==> src/rtl/lab4_pkg.sv <==
// lab4_pkg: shared debouncer state encoding and default timing parameters
package lab4_pkg;
    typedef enum logic [1:0] {DB_STABLE_LO, DB_CHECK_HI, DB_STABLE_HI, DB_CHECK_LO} debounce_state_t;
    localparam int DB_STABLE_CYCLES = 4;
    localparam int DB_SYNC_STAGES = 2;
endpackage

==> src/rtl/sync_chain.sv <==
// sync_chain: generic N-flop synchroniser for asynchronous single-bit levels
module sync_chain #(
    parameter int STAGES = 2,
    parameter logic RESET_LEVEL = 1'b0
) (
    input  logic clk,
    input  logic reset,
    input  logic d,
    output logic q
);
    logic [STAGES-1:0] r;
    always_ff @(posedge clk or posedge reset)
        if (reset) r <= {STAGES{RESET_LEVEL}};
        else r <= {r[STAGES-2:0], d};
    assign q = r[STAGES-1];
endmodule

==> src/rtl/data_debouncer.sv <==
// data_debouncer: synchronise, glitch-filter and edge-detect a raw input level
module data_debouncer import lab4_pkg::*; #(
    parameter int STABLE_CYCLES = DB_STABLE_CYCLES,
    parameter int SYNC_STAGES = DB_SYNC_STAGES,
    parameter logic RESET_LEVEL = 1'b0,
    parameter int GLITCH_W = 8
) (
    input  logic                clk,
    input  logic                reset,
    input  logic                data_in,
    input  logic                glitch_clr,
    output logic                data_out,
    output logic                rise_pulse,
    output logic                fall_pulse,
    output logic                busy,
    output logic [GLITCH_W-1:0] glitch_cnt
);
    localparam int CW = $clog2(STABLE_CYCLES + 1);
    debounce_state_t state;
    logic [CW-1:0] cnt;
    logic s, abort;
    sync_chain #(.STAGES(SYNC_STAGES), .RESET_LEVEL(RESET_LEVEL)) u_sync (
        .clk(clk), .reset(reset), .d(data_in), .q(s)
    );
    assign busy = state == DB_CHECK_HI || state == DB_CHECK_LO;
    // data_out always equals the level of the current stable/check pair, so a match means the candidate died
    always_comb abort = busy && s == data_out;
    always_ff @(posedge clk or posedge reset)
        if (reset) begin
            state <= RESET_LEVEL ? DB_STABLE_HI : DB_STABLE_LO;
            data_out <= RESET_LEVEL;
            rise_pulse <= 1'b0;
            fall_pulse <= 1'b0;
            cnt <= '0;
        end else begin
            rise_pulse <= 1'b0;
            fall_pulse <= 1'b0;
            if (abort) begin
                state <= data_out ? DB_STABLE_HI : DB_STABLE_LO;
                cnt <= '0;
            end else if (s != data_out && (!busy && STABLE_CYCLES == 1 || busy && cnt == CW'(STABLE_CYCLES - 1))) begin
                state <= data_out ? DB_STABLE_LO : DB_STABLE_HI;
                data_out <= !data_out;
                rise_pulse <= !data_out;
                fall_pulse <= data_out;
                cnt <= '0;
            end else if (s != data_out) begin
                state <= data_out ? DB_CHECK_LO : DB_CHECK_HI;
                cnt <= cnt + CW'(1);
            end else begin
                cnt <= '0;
            end
        end
    always_ff @(posedge clk or posedge reset)
        if (reset) glitch_cnt <= '0;
        else glitch_cnt <= glitch_clr ? '0 : (abort && glitch_cnt != '1) ? glitch_cnt + 1'b1 : glitch_cnt;
endmodule

==> config.mk <==
export PLATFORM = sky130hd
export DESIGN_NAME = data_debouncer
export DESIGN_NICKNAME = d
export VERILOG_FILES = /design/src/rtl/lab4_pkg.sv /design/src/rtl/sync_chain.sv /design/src/rtl/data_debouncer.sv
export SDC_FILE = /design/constraint.sdc
export NUM_CORES = 1
export LEC_CHECK = 0
export CORE_MARGIN = 3
export CORE_UTILIZATION = 47
export DETAILED_ROUTE_END_ITERATION = 8
export PLACE_DENSITY = 0.75
export SLEW_MARGIN = 10
export SYNTH_ARGS = -nofsm -noshare
export SYNTH_HDL_FRONTEND = slang
export SYNTH_SLANG_ARGS = --single-unit
==> constraint.sdc <==
create_clock -name clk -period 2.1 [get_ports clk]
set_clock_uncertainty 0.1 [all_clocks]
set_input_delay 0.42 -clock clk [delete_from_list [all_inputs] [get_ports clk]]
set_output_delay 0.42 -clock clk [all_outputs]
set_load 0.005 [all_outputs]
==> impl_table.tex, run 1 <==
\begin{tabular}{lr}
\hline
Metric & Value \\
\hline
\multicolumn{2}{l}{\textbf{Status}} \\
Outcome & finished clean \\
\multicolumn{2}{l}{\textbf{Floorplanning}} \\
IO Pins & 16 \\
Total core area & 1400 sq um \\
Floorplan die area & 2100 sq um \\
Die extent in x & 45.8 um \\
Die H & 45.8 um \\
Initial core utilization & 53.3\% \\
Rows & 13 \\
\multicolumn{2}{l}{\textbf{STA}} \\
Tcrit/Tclk final & 87.8\% \\
Hold violation total from the final report & 0 \\
Top achievable clock speed & 0.543 GHz \\
Time the worst path needs with I/O delays and setup & 1.84 ns \\
Number of slew-limit violations in the final report & 0 \\
Setup\_tns & 0 ns \\
Final number of setup-violating endpoints & 0 \\
Remaining max-slew budget at the tightest pin & 58.5\% \\
RSZ-0062 raised after global routing & false \\
Slew at the pin closest to its max-slew limit & 0.621 ns \\
\multicolumn{2}{l}{\textbf{Layout}} \\
Layout cell share with drive strength beyond 1 & 5.95\% \\
Final instance area & 922 sq um \\
Layout net count & 92 \\
Non-filler instance count after layout & 99 \\
Fill count & 120 \\
Sequential cell area & 425 sq um \\
Most common library cell in the layout ignoring fill and taps & sky130\_fd\_sc\_hd\_\_dfrtp\_1 \\
Count of inserted antenna diode cells & 0 \\
Commonest cells after routing, fill and taps aside & sky130\_fd\_sc\_hd\_\_dfrtp\_1, sky130\_fd\_sc\_hd\_\_clkdlybuf4s50\_1, sky130\_fd\_sc\_hd\_\_inv\_1 \\
Layout area overhead & 23.7\% \\
Area occupied by multi-input gates & 279 sq um \\
\multicolumn{2}{l}{\textbf{Route}} \\
Routed Antenna Nets & 0 \\
Mean routed wirelength per cell & 13.5 um \\
Number of DRC markers after the initial detailed-route iteration & 5 \\
Routed Wire Length & 1.34 mm \\
Number of vias in the routed layout & 542 \\
DRC & 0 \\
Number of iterations in the first detailed-routing pass & 2 \\
Mean number of vias per cell & 5.47 \\
\multicolumn{2}{l}{\textbf{Power}} \\
Pwr Density & 932 nW/um\^{}2 \\
Lkg Pwr & 0.399 nW \\
Maximum VDD drop & 0.611 mV \\
\multicolumn{2}{l}{\textbf{Yosys}} \\
Cell variety after synth & 25 \\
Seq/Total Area, Yosys & 57.0\% \\
Flop and latch count out of synthesis & 17 \\
Synthesized cell area & 746 sq um \\
Net count of the mapped netlist & 75 \\
Mean area per synthesized cell & 11.0 sq um \\
Gate count after technology mapping & 68 \\
Yosys warning total & 0 \\
\multicolumn{2}{l}{\textbf{GRT}} \\
Global route overflow & 0 \\
Maximum number of pins on one net before global-route repair & 18 \\
Antenna violations before repair & 0 \\
Via count of the first global-routing pass & 519 \\
Wire length of the first global-routing pass & 2.28 mm \\
Global-route total usage across every layer & 15.8\% \\
\multicolumn{2}{l}{\textbf{Setup path}} \\
Data required time of the critical path & 2.21 ns \\
Max FO, Critical Path & 12 \\
Number of buffers and inverters on the critical path & 0 \\
Critical path startpoint category & register \\
Crit-path slowest cell & sky130\_fd\_sc\_hd\_\_or4\_1 \\
Top delay family on crit path & simple AND/OR/NAND/NOR gates \\
Worst Path Arrival & 1.95 ns \\
Delay contributed by the slowest stage of the critical path & 0.52 ns \\
Cell chain of the critical path & ha\_1 -> nand3\_1 -> o211ai\_2 -> or4\_1 -> a21oi\_1 \\
Endpoint kind of the worst setup timing path & register \\
Critical Setup Path Class & register to register \\
\multicolumn{2}{l}{\textbf{Placed design}} \\
Cell area after placement & 896 sq um \\
Placer Congestion & 0.703 \\
DP Cell Count & 95 \\
Port bufs & 15 \\
\multicolumn{2}{l}{\textbf{Clock tree}} \\
Max clock buf depth & 2 \\
Count of instances resized after the clock tree is built & 0 \\
CTS buffer count & 3 \\
Clock Latency Late Sink & 0.28 ns \\
Clock sink total & 17 \\
Setup Buffers After CTS & 0 \\
TritonCTS clock tree & done \\
CTS Root Buffer Type & sky130\_fd\_sc\_hd\_\_clkbuf\_4 \\
Total number of H-tree levels & 1 \\
Clk pin slew, worst setup/hold paths & 0.09 ns \\
Count of hold buffers inserted by post-cts repair & 0 \\
\multicolumn{2}{l}{\textbf{Worst hold path}} \\
Worst Hold Class & register to register \\
\multicolumn{2}{l}{\textbf{Flow run}} \\
Max Cap Viol & 0 \\
\hline
\end{tabular}
==> worst reg2reg max path, cell delays in order, from the launching register on <==
cell and delay [ns]:
sky130_fd_sc_hd__dfrtp_1 0.43, sky130_fd_sc_hd__ha_1 0.25, sky130_fd_sc_hd__nand3_1 0.11, sky130_fd_sc_hd__o211ai_2 0.21, sky130_fd_sc_hd__or4_1 0.52, sky130_fd_sc_hd__a21oi_1 0.15
==> routing by layer <==
metal	global-route usage [%]	up-vias	routed length, um
li1	-	273	-
met1	18.4	257	629
met2	26.2	10	640
met3	3.95	2	58
met4	8.52	0	12
met5	0	-	0
==> path summary, 6_finish.rpt <==
path                                from            end  slack [ns]  cells after the start
max                        glitch_cnt[0]  glitch_cnt[5]        0.26                      5
min                          u_sync.r[0]    u_sync.r[1]        0.29                      0
max reg2reg                glitch_cnt[0]  glitch_cnt[5]        0.26                      5
min reg2reg                  u_sync.r[0]    u_sync.r[1]        0.29                      0
max in group asynchronous          reset         cnt[1]        1.09                      2
min in group asynchronous          reset    u_sync.r[0]        0.40                      2
==> through the flow <==
step / worst slack, ns / power [mW] / util, % / hold slack, ns
detailed placement: 0.277 / 0.703 / 64.0 / 0.259
floorplan: 0.489 / 0.612 / - / 0.231
global route: 0.111 / 0.925 / 65.9 / 0.289
finish: 0.257 / 0.860 / 65.9 / 0.290
global placement: 0.344 / 0.690 / 64.0 / 0.235
CTS: 0.253 / 0.874 / 65.9 / 0.279
==> sequential cells by signal, summed over array words and instances (netlist names) <==
name / flops
rise_pulse: 1
glitch_cnt: 8
cnt: 3
state: 1
data_out: 1
fall_pulse: 1
u_sync.r: 2
==> layout make-up <==
type,instances,area share (%)
Tap cell,15,2.04
Timing Repair Buffer,15,16.3
Clock buffer,4,2.85
Inverter,6,2.44
Multi-Input combinational cell,42,30.3
Sequential cell,17,46.1
==> cells in the mapped netlist, drive strengths merged <==
cell type | number | area share [%]
dfrtp | 17 | 57
inv | 6 | 3.0
a21oi | 5 | 3.4
nor2 | 4 | 2.0
o21ai | 4 | 2.7
ha | 3 | 5.0
nand2 | 3 | 1.5
nand3 | 3 | 2.0
or3 | 3 | 2.5
buf | 2 | 2.0
nand4 | 2 | 1.7
nor3 | 2 | 1.3
o31ai | 2 | 2.0
or4 | 2 | 2.0
a211oi | 1 | 1.0
and2 | 1 | 0.84
and4 | 1 | 1.2
clkbuf | 1 | 0.50
mux2i | 1 | 1.3
nand2b | 1 | 0.84
nor3b | 1 | 1.0
o211ai | 1 | 1.7
xnor2 | 1 | 2.2
xor2 | 1 | 1.2
==> kinds of logic after synthesis <==
logic type / share of synthesized area [%]
simple gates: 16.9
flops: 57.0
compound gates: 10.7
buf+inv: 5.54
fa+ha+maj: 5.03
xor+xnor: 3.36
mux: 1.34
==> power breakdown <==
| part | total (mW) | leakage, nW | switching (mW) | internal (mW) |
|---|---|---|---|---|
| Combinational | 0.250 | 0.158 | 0.118 | 0.132 |
| Sequential | 0.443 | 0.226 | 0.0577 | 0.385 |
| Clock | 0.167 | 0.0150 | 0.0932 | 0.0736 |
| Total | 0.860 | 0.399 | 0.269 | 0.591 |
Power figures use the tool's default switching activity.
==> run 2, diff against run 1 <==
--- a/config.mk
+++ b/config.mk
@@ -6,9 +6,9 @@
 export NUM_CORES = 1
 export LEC_CHECK = 0
 export CORE_MARGIN = 3
-export CORE_UTILIZATION = 47
+export CORE_UTILIZATION = 40
 export DETAILED_ROUTE_END_ITERATION = 8
-export PLACE_DENSITY = 0.75
+export PLACE_DENSITY = 0.65
 export SLEW_MARGIN = 10
 export SYNTH_ARGS = -nofsm -noshare
 export SYNTH_HDL_FRONTEND = slang
==> run 2 against run 1 <==
  * Flip-flop and latch count unchanged
  * Routed wire length decreased by 1.9%
  * Sequential share of layout area decreased by 0.62 points
  * Critical path type unchanged
  * Critical endpoint unchanged
==> impl_table.tex, run 2 (synthesized netlist as in run 1, its figures left out) <==
\begin{tabular}{lr}
\hline
Metric & Value \\
\hline
\multicolumn{2}{l}{\textbf{Floorplanning}} \\
IO Pins & 16 (unchanged) \\
Die H & 49.2 um (+7.3\%) \\
Total core area & 1630 sq um (+16\%) \\
Die extent in x & 49.2 um (+7.3\%) \\
Floorplan die area & 2420 sq um (+15\%) \\
Initial core utilization & 45.8\% (-7.5 points) \\
Rows & 14 (+1) \\
\multicolumn{2}{l}{\textbf{Layout}} \\
Area occupied by multi-input gates & 279 sq um (unchanged) \\
Registers with the highest flip-flop counts & glitch\_cnt (8), cnt (3), u\_sync.r (2) \\
Non-filler instance count after layout & 108 (+9.1\%) \\
Layout area overhead & 25.3\% \\
Largest register by flop count & glitch\_cnt \\
Layout cell share with drive strength beyond 1 & 7.14\% (+1.2 points) \\
Layout net count & 92 (unchanged) \\
Count of inserted antenna diode cells & 0 (unchanged) \\
Most common library cell in the layout ignoring fill and taps & sky130\_fd\_sc\_hd\_\_dfrtp\_1 \\
Number of flip-flops in the largest register & 8 (unchanged) \\
Commonest cells after routing, fill and taps aside & sky130\_fd\_sc\_hd\_\_dfrtp\_1, sky130\_fd\_sc\_hd\_\_clkdlybuf4s50\_1, sky130\_fd\_sc\_hd\_\_inv\_1 \\
Fill count & 144 (+20\%) \\
Sequential cell area & 425 sq um (unchanged) \\
\multicolumn{2}{l}{\textbf{Route}} \\
Mean routed wirelength per cell & 12.2 um (-10\%) \\
Highest metal layer with signal wires & met4 \\
Mean number of vias per cell & 5.31 (-2.9\%) \\
Met3 wirelength from detailed routing & 114 um (+97\%) \\
Routed Antenna Nets & 0 (unchanged) \\
Met1 Routed Length & 594 um (-5.6\%) \\
Number of DRC markers after the initial detailed-route iteration & 12 (+7) \\
DRC & 0 (unchanged) \\
Number of iterations in the first detailed-routing pass & 5 (+3) \\
Met2 wire len & 589 um (-8.0\%) \\
Number of vias in the routed layout & 574 (+5.9\%) \\
Routed Wire Length & 1.32 mm (-1.9\%) \\
\multicolumn{2}{l}{\textbf{Power}} \\
Lkg Pwr & 0.402 nW (+0.68\%) \\
Pwr Density & 923 nW/um\^{}2 (-0.99\%) \\
Maximum VDD drop & 0.605 mV (-0.92\%) \\
\multicolumn{2}{l}{\textbf{Clock tree}} \\
Count of hold buffers inserted by post-cts repair & 0 (unchanged) \\
Max clock buf depth & 2 (unchanged) \\
Count of instances resized after the clock tree is built & 0 (unchanged) \\
Total number of H-tree levels & 1 (unchanged) \\
Clk pin slew, worst setup/hold paths & 0.10 ns (about the same) \\
TritonCTS clock tree & done \\
Clock sink total & 17 (unchanged) \\
CTS Root Buffer Type & sky130\_fd\_sc\_hd\_\_clkbuf\_4 \\
Clock Latency Late Sink & 0.29 ns (about the same) \\
Setup Buffers After CTS & 0 (unchanged) \\
CTS buffer count & 3 (unchanged) \\
\multicolumn{2}{l}{\textbf{STA}} \\
Number of slew-limit violations in the final report & 0 (unchanged) \\
Hold violation total from the final report & 0 (unchanged) \\
Setup\_tns & 0 ns (unchanged) \\
Slew at the pin closest to its max-slew limit & 0.633 ns (+0.0117 ns) \\
Final number of setup-violating endpoints & 0 (unchanged) \\
RSZ-0062 raised after global routing & false \\
Top achievable clock speed & 0.538 GHz (-0.91\%) \\
Time the worst path needs with I/O delays and setup & 1.86 ns (+0.0169 ns) \\
Tcrit/Tclk final & 88.6\% (+0.80 points) \\
Remaining max-slew budget at the tightest pin & 57.7\% (-0.78 points) \\
\multicolumn{2}{l}{\textbf{Setup path}} \\
Max FO, Critical Path & 12 (unchanged) \\
Data required time of the critical path & 2.21 ns (about the same) \\
Worst Path Arrival & 1.97 ns (+0.02 ns) \\
Endpoint kind of the worst setup timing path & register \\
Critical Setup Path Class & register to register \\
Critical path startpoint category & register \\
Cell chain of the critical path & ha\_1 -> nand3\_1 -> o211ai\_2 -> or4\_1 -> a21oi\_1 \\
Delay contributed by the slowest stage of the critical path & 0.52 ns (about the same) \\
Crit-path slowest cell & sky130\_fd\_sc\_hd\_\_or4\_1 \\
\multicolumn{2}{l}{\textbf{GRT}} \\
Global-route total usage across every layer & 11.6\% (-4.2 points) \\
Global route overflow & 0 (unchanged) \\
Wire length of the first global-routing pass & 2.19 mm (-4.2\%) \\
Via count of the first global-routing pass & 510 (-1.7\%) \\
Maximum number of pins on one net before global-route repair & 18 (unchanged) \\
Antenna violations before repair & 0 (unchanged) \\
\multicolumn{2}{l}{\textbf{Status}} \\
Outcome & finished clean \\
\multicolumn{2}{l}{\textbf{Flow run}} \\
Max Cap Viol & 0 (unchanged) \\
\multicolumn{2}{l}{\textbf{Placed design}} \\
Placer Congestion & 0.793 (+13\%) \\
Port bufs & 15 (unchanged) \\
DP Cell Count & 104 (+9.5\%) \\
\multicolumn{2}{l}{\textbf{Worst hold path}} \\
Worst Hold Class & register to register \\
\hline
\end{tabular}
[run 2: cell count changes in the layout (fill, tap and decap cells not counted), sizes merged]
cell and delta:
clkbuf -1, clkinv +1
[run 2: critical path: cells and delay by family (launching register included)]
family                   cells  cell delay, ns
adder cells (fa/ha/maj)      1            0.26
flip-flops                   1            0.43
AO/OA/AOI/OAI                2            0.37
AND/OR/NAND/NOR              2            0.63
[run 2: routing by layer]
metal / vias to the layer above / global-route usage [%]
met5: - / 0
li1: 272 / -
met4: 0 / 4.27
met3: 3 / 3.06
met1: 269 / 15.6
met2: 30 / 17.6
[run 2: path summary, 6_finish.rpt]
check,end,start,slack (ns),depth (start not counted)
setup / recovery,glitch_cnt[5],glitch_cnt[0],0.24,5
hold / removal,u_sync.r[1],u_sync.r[0],0.26,0
setup reg to reg,glitch_cnt[5],glitch_cnt[0],0.24,5
hold reg to reg,u_sync.r[1],u_sync.r[0],0.26,0
max in group asynchronous,glitch_cnt[5],reset,1.09,2
min in group asynchronous,cnt[0],reset,0.40,2
[run 2: layout make-up]
cell class	instances	area share [%]
well taps	24	3.21
repair buffers	15	16.1
clock buffers	3	2.41
multi-input cells	42	29.9
flip-flops and latches	17	45.5
clock inverters	1	0.535
inverters	6	2.41
[run 2: power breakdown]
| part | switching, mW | internal, mW |
|---|---|---|
| Sequential | 0.0555 | 0.385 |
| Combinational | 0.119 | 0.133 |
| Clock | 0.0995 | 0.0708 |
| Total | 0.274 | 0.589 |
[run 2: metrics by stage]
step	util, %	cell area, sq um	total power [mW]	hold slack [ns]	worst slack, ns
CTS	57.4	935	0.873	0.259	0.242
finish	57.4	935	0.863	0.261	0.240
detailed placement	55.7	907	0.702	0.236	0.266
floorplan	-	746	0.612	0.231	0.489
global route	57.4	935	0.925	0.276	0.141
global placement	55.7	907	0.694	0.232	0.334
